**config.mk**
```make
export PLATFORM = sky130hd
export DESIGN_NAME = pe_stream_driver
export DESIGN_NICKNAME = d
export VERILOG_FILES = /design/src/rtl/pe_stream_driver.sv
export SDC_FILE = /design/constraint.sdc
export NUM_CORES = 1
export LEC_CHECK = 0
export ABC_AREA = 0
export CORE_ASPECT_RATIO = 1.4
export CORE_UTILIZATION = 54
export CTS_CLUSTER_DIAMETER = 80
export CTS_CLUSTER_SIZE = 25
export DETAILED_ROUTE_END_ITERATION = 10
export PLACE_DENSITY = 0.82
export SYNTH_ARGS = -nofsm -noshare
export SYNTH_HDL_FRONTEND = slang
export SYNTH_SLANG_ARGS = --single-unit
```
**constraint.sdc**
```tcl
create_clock -name CLK -period 5.9 [get_ports CLK]
set_input_delay 1.475 -clock CLK [delete_from_list [all_inputs] [get_ports CLK]]
set_output_delay 1.475 -clock CLK [all_outputs]
set_load 0.02 [all_outputs]
```
**src/rtl/pe_stream_driver.sv**
```systemverilog
// pe_stream_driver: issues operand pairs to the single-op PE and queues its results behind a credit-checked FIFO
module pe_stream_driver #(
  parameter int WIDTH = 16,
  parameter int DEPTH = 4,
  parameter int CNT_W = 16
) (
  input  logic               CLK,
  input  logic               RESET,
  input  logic               cfg_we,
  input  logic [1:0]         cfg_inst,
  input  logic               in_valid,
  output logic               in_ready,
  input  logic [WIDTH-1:0]   in_a,
  input  logic [WIDTH-1:0]   in_b,
  output logic [1:0]         pe_inst,
  output logic [2*WIDTH-1:0] pe_inputs,
  output logic               pe_clk_en,
  input  logic [WIDTH-1:0]   pe_O,
  output logic               out_valid,
  input  logic               out_ready,
  output logic [WIDTH-1:0]   out_data,
  output logic               out_zero,
  output logic [CNT_W-1:0]   op_count
);
  localparam int AW = $clog2(DEPTH);
  localparam int CW = AW + 1;
  logic [1:0]         inst_q, inst_d, pe_inst_q, pe_inst_d;
  logic [2*WIDTH-1:0] pe_inputs_q, pe_inputs_d;
  logic               issue_v_q;
  logic [WIDTH-1:0]   mem_q [DEPTH];
  logic [DEPTH-1:0]   zero_q;
  logic [AW-1:0]      wr_q, wr_d, rd_q, rd_d;
  logic [CW-1:0]      count_q, count_d;
  logic [CNT_W-1:0]   op_q, op_d;
  logic               accept, push, pop;
  // The in-flight op holds a credit, so the capture stage can never find the FIFO full
  assign in_ready  = !RESET && (count_q + CW'(issue_v_q) < CW'(DEPTH));
  assign accept    = in_valid && in_ready;
  assign push      = issue_v_q;
  assign pop       = out_valid && out_ready;
  assign out_valid = count_q != '0;
  assign out_data  = mem_q[rd_q];
  assign out_zero  = zero_q[rd_q];
  assign pe_inst   = pe_inst_q;
  assign pe_inputs = pe_inputs_q;
  assign pe_clk_en = issue_v_q;
  assign op_count  = op_q;
  always_comb begin
    inst_d      = cfg_we ? cfg_inst : inst_q;
    pe_inst_d   = accept ? inst_q : pe_inst_q;
    pe_inputs_d = accept ? {in_b, in_a} : pe_inputs_q;
    wr_d        = wr_q + AW'(push);
    rd_d        = rd_q + AW'(pop);
    count_d     = count_q + CW'(push) - CW'(pop);
    op_d        = op_q + CNT_W'(push);
  end
  always_ff @(posedge CLK) begin
    if (RESET) begin
      inst_q      <= '0;
      pe_inst_q   <= '0;
      pe_inputs_q <= '0;
      issue_v_q   <= 1'b0;
      wr_q        <= '0;
      rd_q        <= '0;
      count_q     <= '0;
      op_q        <= '0;
      zero_q      <= '0;
      for (int i = 0; i < DEPTH; i++) mem_q[i] <= '0;
    end else begin
      inst_q      <= inst_d;
      pe_inst_q   <= pe_inst_d;
      pe_inputs_q <= pe_inputs_d;
      issue_v_q   <= accept;
      wr_q        <= wr_d;
      rd_q        <= rd_d;
      count_q     <= count_d;
      op_q        <= op_d;
      if (push) begin
        mem_q[wr_q]  <= pe_O;
        zero_q[wr_q] <= pe_O == '0;
      end
    end
  end
endmodule

```
[Word level (Yosys, flattened, before mapping)]
Memories as Yosys holds them, arrays and structs flattened. A register that Yosys moved wholly into a read port is not among the register bits.
Index checks and enable logic that the tools add are counted.
W data, S select, Z words.
Operators by class
  multiplexer cells: 14
  $add $sub $neg: 5
  reductions and logical operators: 8
  magnitude comparators: 4
Operators with widths (number)
  $add A16 B1 Y16: 1
  $logic_not A16 Y1: 1
  $mux W16: 1
  $reduce_or A16 Y1: 1
  $mux W1: 8
  $lt A2 B3 Y1 const B: 2
  $add A2 B1 Y2: 2
  $bwmux W4: 1
  $logic_and A1 B1 Y1: 4
  $mux W2: 2
  $add A3 B1 Y3: 1
  $lt A3 B3 Y1 const B: 1
  $reduce_bool A3 Y1: 1
  $sub A3 B1 Y3: 1
  $bmux W1 S2: 1
  $demux W1 S2: 1
  $ge A2 B1 Y1 const B: 1
  $logic_not A1 Y1: 1
Word-level totals
  register bits after elaboration: 64
  output and inout bits: 70
  memory bits (writable): 64
  memories: 1
  input port bits: 55
  word-level logic and storage cells: 41
Memories
  mem_q: depth 4, width 16, rd ports 1, clocked after Yosys merged registers in 1, write ports 4, RTL line 30  | logic [WIDTH-1:0] mem_q [DEPTH];

[Depth between registers and ports, before layout]
Gate-level depths: netlist of run 1.
  word-level depth: 5
  mapped depth: 6
  gate-level depth less buffers: 6

[Least setup slack after synthesis of run 1]
No wires, ideal clock.
  kind: input to output
  start: input port RESET
  end: output port in_ready
  stages: 4
  path buffers: 3
  required time: 4.425 ns
  arrival time: 2.300 ns
  path slack: 2.125 ns
  cell sequence: buf_2 buf_2 buf_1 nor2_1
Between the ends
  word-level cells in the longest chain between the ends: 2
Ends and longest elaborated chain
  start: declaration: RTL line 8  | input logic RESET,
  $logic_not A1 Y1: RTL line 37  | assign in_ready = !RESET && (count_q + CW'(issue_v_q) < CW'(DEPTH));
  $logic_and A1 B1 Y1: RTL line 37
  end: declaration: RTL line 12  | output logic in_ready,
No other way between the ends.

==> impl_results.md, run 1 <==
* DR WL/cell at 16.78 um
* HP Start: zero_q[2]$_SDFFE_PP0P_
* Fin. Hold Viols at 0
* Syn_nets at 485
* Number of remaining DRC errors at 0
* Die X at 87.88 um
* P&R area growth vs syn at 34.29%
* Hold WC Path Type: flip-flop to flip-flop
* Global-route wire length before repair at 18550 um
* CP peak stage delay at 0.92 ns
* Worst setup EP type: primary output
* CORE AREA at 9953 um2
* Bufs on Longest Clock Path at 2
* Post-DP Area at 6884 um2
* Clk pin slew, worst setup/hold paths at 0.05 ns
* Port bufs at 124
* Max Cap Viol at 0
* Die area at 10740 um2
* Worst EP required at 4.43 ns
* Synth top area cells: edfxtp_1 (34%), dfxtp_1 (23%), and2_1 (7.4%)
* Tcrit/Tclk final at 64.53%
* Total number of vias at 3726
* Critical R2R Launch: pe_clk_en$_SDFF_PP0_
* Slew Limit Fails at 0
* I/O pins at 125
* Initial antenna violation count at 0
* Cells along the critical path: mux4_2 -> clkdlybuf4s50_1
* Slew @ Worst Pin at 1.026 ns
* Sequential share of the synthesized area at 57.45%
* Final setup violation count at 0
* PostCTS Resize Cnt at 0
* Nets at 609
* Hold-fix buffers at CTS at 0
* Critical path class: flip-flop to primary output
* CP arrival at 2.33 ns
* Drt first pass iters at 4
* Fin area at 7487 um2
* EDFF count, synth at 64
* Post-CTS Setup Bufs at 0
* Die H at 122.2 um
* Grt ovf at 0
* Post-DP HPWL at 7697 um
* Dominant cell type by area after synthesis: edfxtp_1
* Slowest CP cell: dfxtp_1
* Synthesized area at 5575 um2
* TritonCTS Buffers at 17
* Register area at 3203 um2
* Share of cells above drive strength 1 at 13.60%
* DRT iter0 DRCs at 225
* Crit path from: rd_q[1]$_SDFF_PP0_
* Vias in the first global route at 3961
* Diode count at 0
* Status: completed
* VDD IR max at 0.2984 mV
* Final TNS setup at 0 ns
* Clk Tree Root Cell: clkbuf_16
* Synth top area share at 34.47%
* Relative slew slack at 31.26%
* Pin count of the biggest net entering global routing at 66
* Post-Route WL at 11650 um
* Pre-CTS setup slack at 2.141 ns
* Synthesis-stage register bit count at 128
* Buf/Inv on CP at 1
* Placer Congestion at 0.7623
* CTS tree: done
* Post-route ant nets at 0
* Synth Area per Inst at 13.21 um2
* Delay-heaviest family, CP: flip-flops
* Cells after DPL at 662
* Initial core utilization at 56.02%
* Number of distinct library cells after synthesis at 39
* Power Density at 373.1 nW/um2
* All-Layer GR Usage at 23.43%
* RSZ-0062 raised after global routing: no
* Clock Skews at 0.006249 ns
* Fmax at 262.7 MHz
* CTS Sinks at 128
* Final non-filler cell total at 694
* Ys Warns at 0
* Startpoint Class: flip-flop
* Cells after synthesis at 422
* Total leakage power at 0.002861 uW
* Filler Cells Inserted at 635
* Cell Rows at 43
* Crit path time final at 3.807 ns
* Asr flop ratio synth at 0%
* CTS H-Tree Depth at 4
* Clk_lat worst skew at 0.41 ns
* Top_reg_cell synth: edfxtp_1
* Critical Path Fanout Max at 18
* Final setup margin at 2.093 ns
* Multi-input gate area at 2205 um2
* Routed vias/inst at 5.369
-- area by class of cell --
type / instances / share of cell area, %
sequential: 128 / 42.78
multi-input combinational: 259 / 29.45
timing repair buffer: 127 / 16.81
clock buffer: 20 / 5.832
tap: 135 / 2.256
clock inverter: 12 / 2.223
inverter: 13 / 0.6517
-- cell usage after synthesis, drive strengths merged (8+ instances only) --
master  number
ha           8
nor2        14
mux4        17
nand2        8
edfxtp      64
dfxtp       64
a21oi        8
mux2        37
buf         15
inv         13
and2        66
nor2b       37
-- flip-flops by register name, indices dropped and copies added, names as in the netlist --
signal     flops
count_q        3
mem_q         64
wr_q           2
rd_q           2
pe_clk_en      1
pe_inst        2
op_count      16
inst_q         2
zero_q         4
pe_inputs     32
-- per-stage QoR --
step           util, %  hold slack, ns  total power, uW
2_1_floorplan        -          0.4303             1480
3_3_place_gp     69.16          0.4435             1729
3_5_place_dp     69.16          0.4548             1749
4_1_cts          75.22          0.4637             2815
5_1_grt          75.22          0.4884             2900
6_report         75.22          0.4606             2794
-- metal layers --
layer | global-route usage (%) | vias to the layer above | part of all wire (%) | wire length (um)
met4 | 8.811 | 0 | 1.6 | 189
met3 | 8.608 | 18 | 6.3 | 739
met2 | 42.73 | 121 | 55 | 6364
li1 | - | 1755 | - | -
met1 | 23.92 | 1832 | 37 | 4356
met5 | 0 | - | 0 | 0
-- kinds of logic (layout without fill, tap and decap cells) --
family / Yosys count / in the layout / share of synthesized area (%)
mux: 56 / 56 / 14.70
buf+inv: 35 / 172 / 3.142
xor+xnor: 9 / 9 / 1.414
flops: 128 / 128 / 57.45
compound gates: 23 / 23 / 2.581
fa+ha+maj: 8 / 8 / 1.795
simple gates: 163 / 163 / 18.92
-- worst paths after layout --
path                                     end  slack (ns)  cells after the start
setup / recovery                 out_data[0]        2.09                      2
hold / removal        zero_q[2]$_SDFFE_PP0P_        0.46                      2
setup reg to reg  pe_inputs[21]$_SDFFE_PP0P_        3.73                      5
hold reg to reg       zero_q[2]$_SDFFE_PP0P_        0.46                      2
-- tightest hold or removal path, delay by kind of cell (launching register included) --
| kind | cells | cell delay [ns] |
|---|---|---|
| AOI/OAI and AO/OA | 1 | 0.06 |
| DFF | 1 | 0.30 |
| buffers and inverters | 1 | 0.05 |
-- cell usage in the layout, fill, tap and decap left out, types with 3 or more instances in the layout --
cell and count:
nand2_1 8, xnor2_1 6, inv_1 12, clkinv_1 3, mux2_1 20, buf_4 3, nand4_1 3, clkdlybuf4s50_1 123
mux2_2 17, mux4_2 17, nor4_1 5, ha_1 8, bufinv_16 4, clkbuf_16 17, clkbuf_1 3, nand3_1 6
nor2_1 14, o31ai_1 6, and2b_1 4, dfxtp_1 64, xor2_1 3, or3_1 3, or4_1 6, and2_1 66
a21oi_1 8, edfxtp_1 64, nor2b_1 37
-- power breakdown --
part	internal, uW	leakage [uW]	switching [uW]
clock	701	0.000290	367
sequential	1030	0.00119	50.3
combinational	346	0.00138	303
total	2070	0.00286	720
Power figures use the tool's default switching activity.
==> inputs of run 2 (changes only) <==
--- a/config.mk
+++ b/config.mk
@@ -7,11 +7,11 @@
 export LEC_CHECK = 0
 export ABC_AREA = 0
 export CORE_ASPECT_RATIO = 1.4
-export CORE_UTILIZATION = 54
+export CORE_UTILIZATION = 46
 export CTS_CLUSTER_DIAMETER = 80
 export CTS_CLUSTER_SIZE = 25
 export DETAILED_ROUTE_END_ITERATION = 10
-export PLACE_DENSITY = 0.82
+export PLACE_DENSITY = 0.74
 export SYNTH_ARGS = -nofsm -noshare
 export SYNTH_HDL_FRONTEND = slang
 export SYNTH_SLANG_ARGS = --single-unit
==> constraint.sdc (replaced) <==
create_clock -name CLK -period 3.35 [get_ports CLK]
set_input_delay 0.8375 -clock CLK [delete_from_list [all_inputs] [get_ports CLK]]
set_output_delay 0.8375 -clock CLK [all_outputs]
set_load 0.02 [all_outputs]
==> run 2 against run 1 <==
Register-to-register slack lost 2.5 ns. First-iteration DRC count shrank 52%. Sequential cell count is the same. Die area grew 17%. Total power grew 72%. Worst setup slack lost 1.8 ns. Largest power group unchanged.
==> impl_results.md, run 2 (synthesis results as in run 1) <==
* Worst setup EP type: primary output
* Multi-input gate area at 2197 um2 (-0.34%)
* Fmax at 324.5 MHz
* Initial core utilization at 47.17% (-8.8 points)
* Cell Rows at 47 (+9.3%)
* Clock Skews at 0.008872 ns (+0.002623 ns)
* Final TNS setup at 0 ns (unchanged)
* Post-route ant nets at 0 (unchanged)
* Die H at 132.3 um (+8.2%)
* RSZ-0062 raised after global routing: no
* Die area at 12570 um2 (+17%)
* Global-route wire length before repair at 19020 um (+2.5%)
* Bufs on Longest Clock Path at 2 (unchanged)
* Drt first pass iters at 4 (unchanged)
* Final setup margin at 0.2688 ns (-1.824 ns)
* Nets at 613 (+0.66%)
* VDD IR max at 0.3108 mV (+4.2%)
* Filler Cells Inserted at 932 (+47%)
* DR WL/cell at 16.55 um (-1.4%)
* Slowest CP cell: clkdlybuf4s50_1
* Port bufs at 124 (unchanged)
* Total leakage power at 0.002875 uW (+0.50%)
* Slew Limit Fails at 0 (unchanged)
* Hold WC Path Type: flip-flop to flip-flop
* Hold-fix buffers at CTS at 0 (unchanged)
* Status: completed
* Startpoint Class: flip-flop
* Max reg flops at 64 (unchanged)
* Initial antenna violation count at 0 (unchanged)
* Max Cap Viol at 0 (unchanged)
* DRT iter0 DRCs at 108 (-52%)
* CP peak stage delay at 0.55 ns (-0.37 ns)
* Post-CTS Setup Bufs at 0 (unchanged)
* Crit path time final at 3.081 ns
* Fin. Hold Viols at 0 (unchanged)
* Grt ovf at 0 (unchanged)
* Diode count at 0 (unchanged)
* Clk_lat worst skew at 0.40 ns (about the same)
* Placer Congestion at 0.7719 (+1.3%)
* Vias in the first global route at 3795 (-4.2%)
* Tcrit/Tclk final at 91.98%
* Pre-CTS setup slack at 0.7205 ns (-1.421 ns)
* CP arrival at 2.24 ns (-0.09 ns)
* Worst EP required at 2.51 ns (-1.92 ns)
* Critical Path Fanout Max at 10 (-8)
* CTS tree: done
* CP most frequent cell: ha_1
* Clk Tree Root Cell: clkbuf_16
* CTS H-Tree Depth at 4 (unchanged)
* Number of remaining DRC errors at 0 (unchanged)
* Relative slew slack at 41.35% (+10 points)
* Share of cells above drive strength 1 at 14.56% (+0.97 points)
* CTS Sinks at 128 (unchanged)
* Pin count of the biggest net entering global routing at 58 (-12%)
* Reg with most FFs: mem_q
* Commonest non-fill, non-tap cell in the layout: clkdlybuf4s50_1
* All-Layer GR Usage at 20.04% (-3.4 points)
* Slew @ Worst Pin at 0.8750 ns (-0.1506 ns)
* Post-Route WL at 11750 um (+0.87%)
* Final setup violation count at 0 (unchanged)
* Routed vias/inst at 5.177 (-3.6%)
* CORE AREA at 11820 um2 (+19%)
* I/O pins at 125 (unchanged)
* Hold Path Stages at 2 (unchanged)
* Register area at 3203 um2 (unchanged)
* Power Density at 640.5 nW/um2 (+72%)
* Total number of vias at 3676 (-1.3%)
* Commonest non-fill, non-tap cells in the layout: clkdlybuf4s50_1 (123), and2_1 (66), dfxtp_1 (64), edfxtp_1 (64), nor2b_1 (37)
* Clk pin slew, worst setup/hold paths at 0.05 ns (about the same)
* TritonCTS Buffers at 17 (unchanged)
* Critical path class: flip-flop to primary output
* Cells along the critical path: ha_1 -> ha_1 -> xor2_1 -> nor2_1 -> clkdlybuf4s50_1
* Die X at 95.05 um (+8.2%)
* PostCTS Resize Cnt at 0 (unchanged)
* Post-DP HPWL at 8051 um (+4.6%)
* P&R area growth vs syn at 34.72%
* Reg2Reg Depth at 5 (unchanged)
[run 2: changes by cell type in the layout (fill, tap and decap cells not counted)]
cell / delta
clkinvlp_4: +1
clkbuf_4: +1
clkinv_2: -1
clkbuf_16: +2
clkbuf_1: -1
inv_4: +1
clkbuf_8: +4
o21ai_1: +2
bufinv_16: -4
clkinv_1: -3
buf_4: +4
o21ai_2: -2
[run 2: worst max-delay path: cells and delay by family (launching register included)]
kind          cells  cell delay [ns]
flops             1             0.54
fa+ha+maj         2             0.41
buf+inv           1             0.55
simple gates      1             0.07
xor+xnor          1             0.28
[run 2: per-layer routing]
layer	part of all wire (%)	vias to the layer above	wire [um]	global-route usage, %
li1	-	1763	-	-
met1	40	1779	4664	22.07
met2	52	126	6132	34.25
met3	7.1	8	831	8.420
met4	1.0	0	120	6.566
met5	0	-	0	0
[run 2: report_power, final]
part	switching [uW]	internal, uW
Sequential	74.5	1810
Combinational	547	615
Clock	643	1120
[run 2: layout make-up]
type / instances / area share, %
multi-input combinational: 259 / 29.25
timing repair buffer: 131 / 17.16
sequential: 128 / 42.65
clock buffer: 26 / 7.263
inverter: 13 / 0.6497
clock inverter: 6 / 0.5830
tap: 147 / 2.449
[run 2: worst paths after layout]
check        slack [ns]                    endpoint                    from
max                0.27                    in_ready    pe_clk_en$_SDFF_PP0_
min                0.48      zero_q[2]$_SDFFE_PP0P_  zero_q[2]$_SDFFE_PP0P_
max reg2reg        1.19  pe_inputs[28]$_SDFFE_PP0P_    pe_clk_en$_SDFF_PP0_
min reg2reg        0.48      zero_q[2]$_SDFFE_PP0P_  zero_q[2]$_SDFFE_PP0P_
[run 2: through the flow]
step | util, % | instance area [um2] | total power [uW] | hold slack [ns] | cells
after CTS | 63.54 | 7511 | 4864 | 0.4743 | 710
after global routing | 63.54 | 7511 | 5017 | 0.4993 | 710
final | 63.54 | 7511 | 4811 | 0.4780 | 710
after floorplan | - | 5575 | 2607 | 0.4303 | 422
after detailed placement | 58.56 | 6922 | 3089 | 0.4622 | 678
after global placement | 58.56 | 6922 | 3047 | 0.4461 | 678
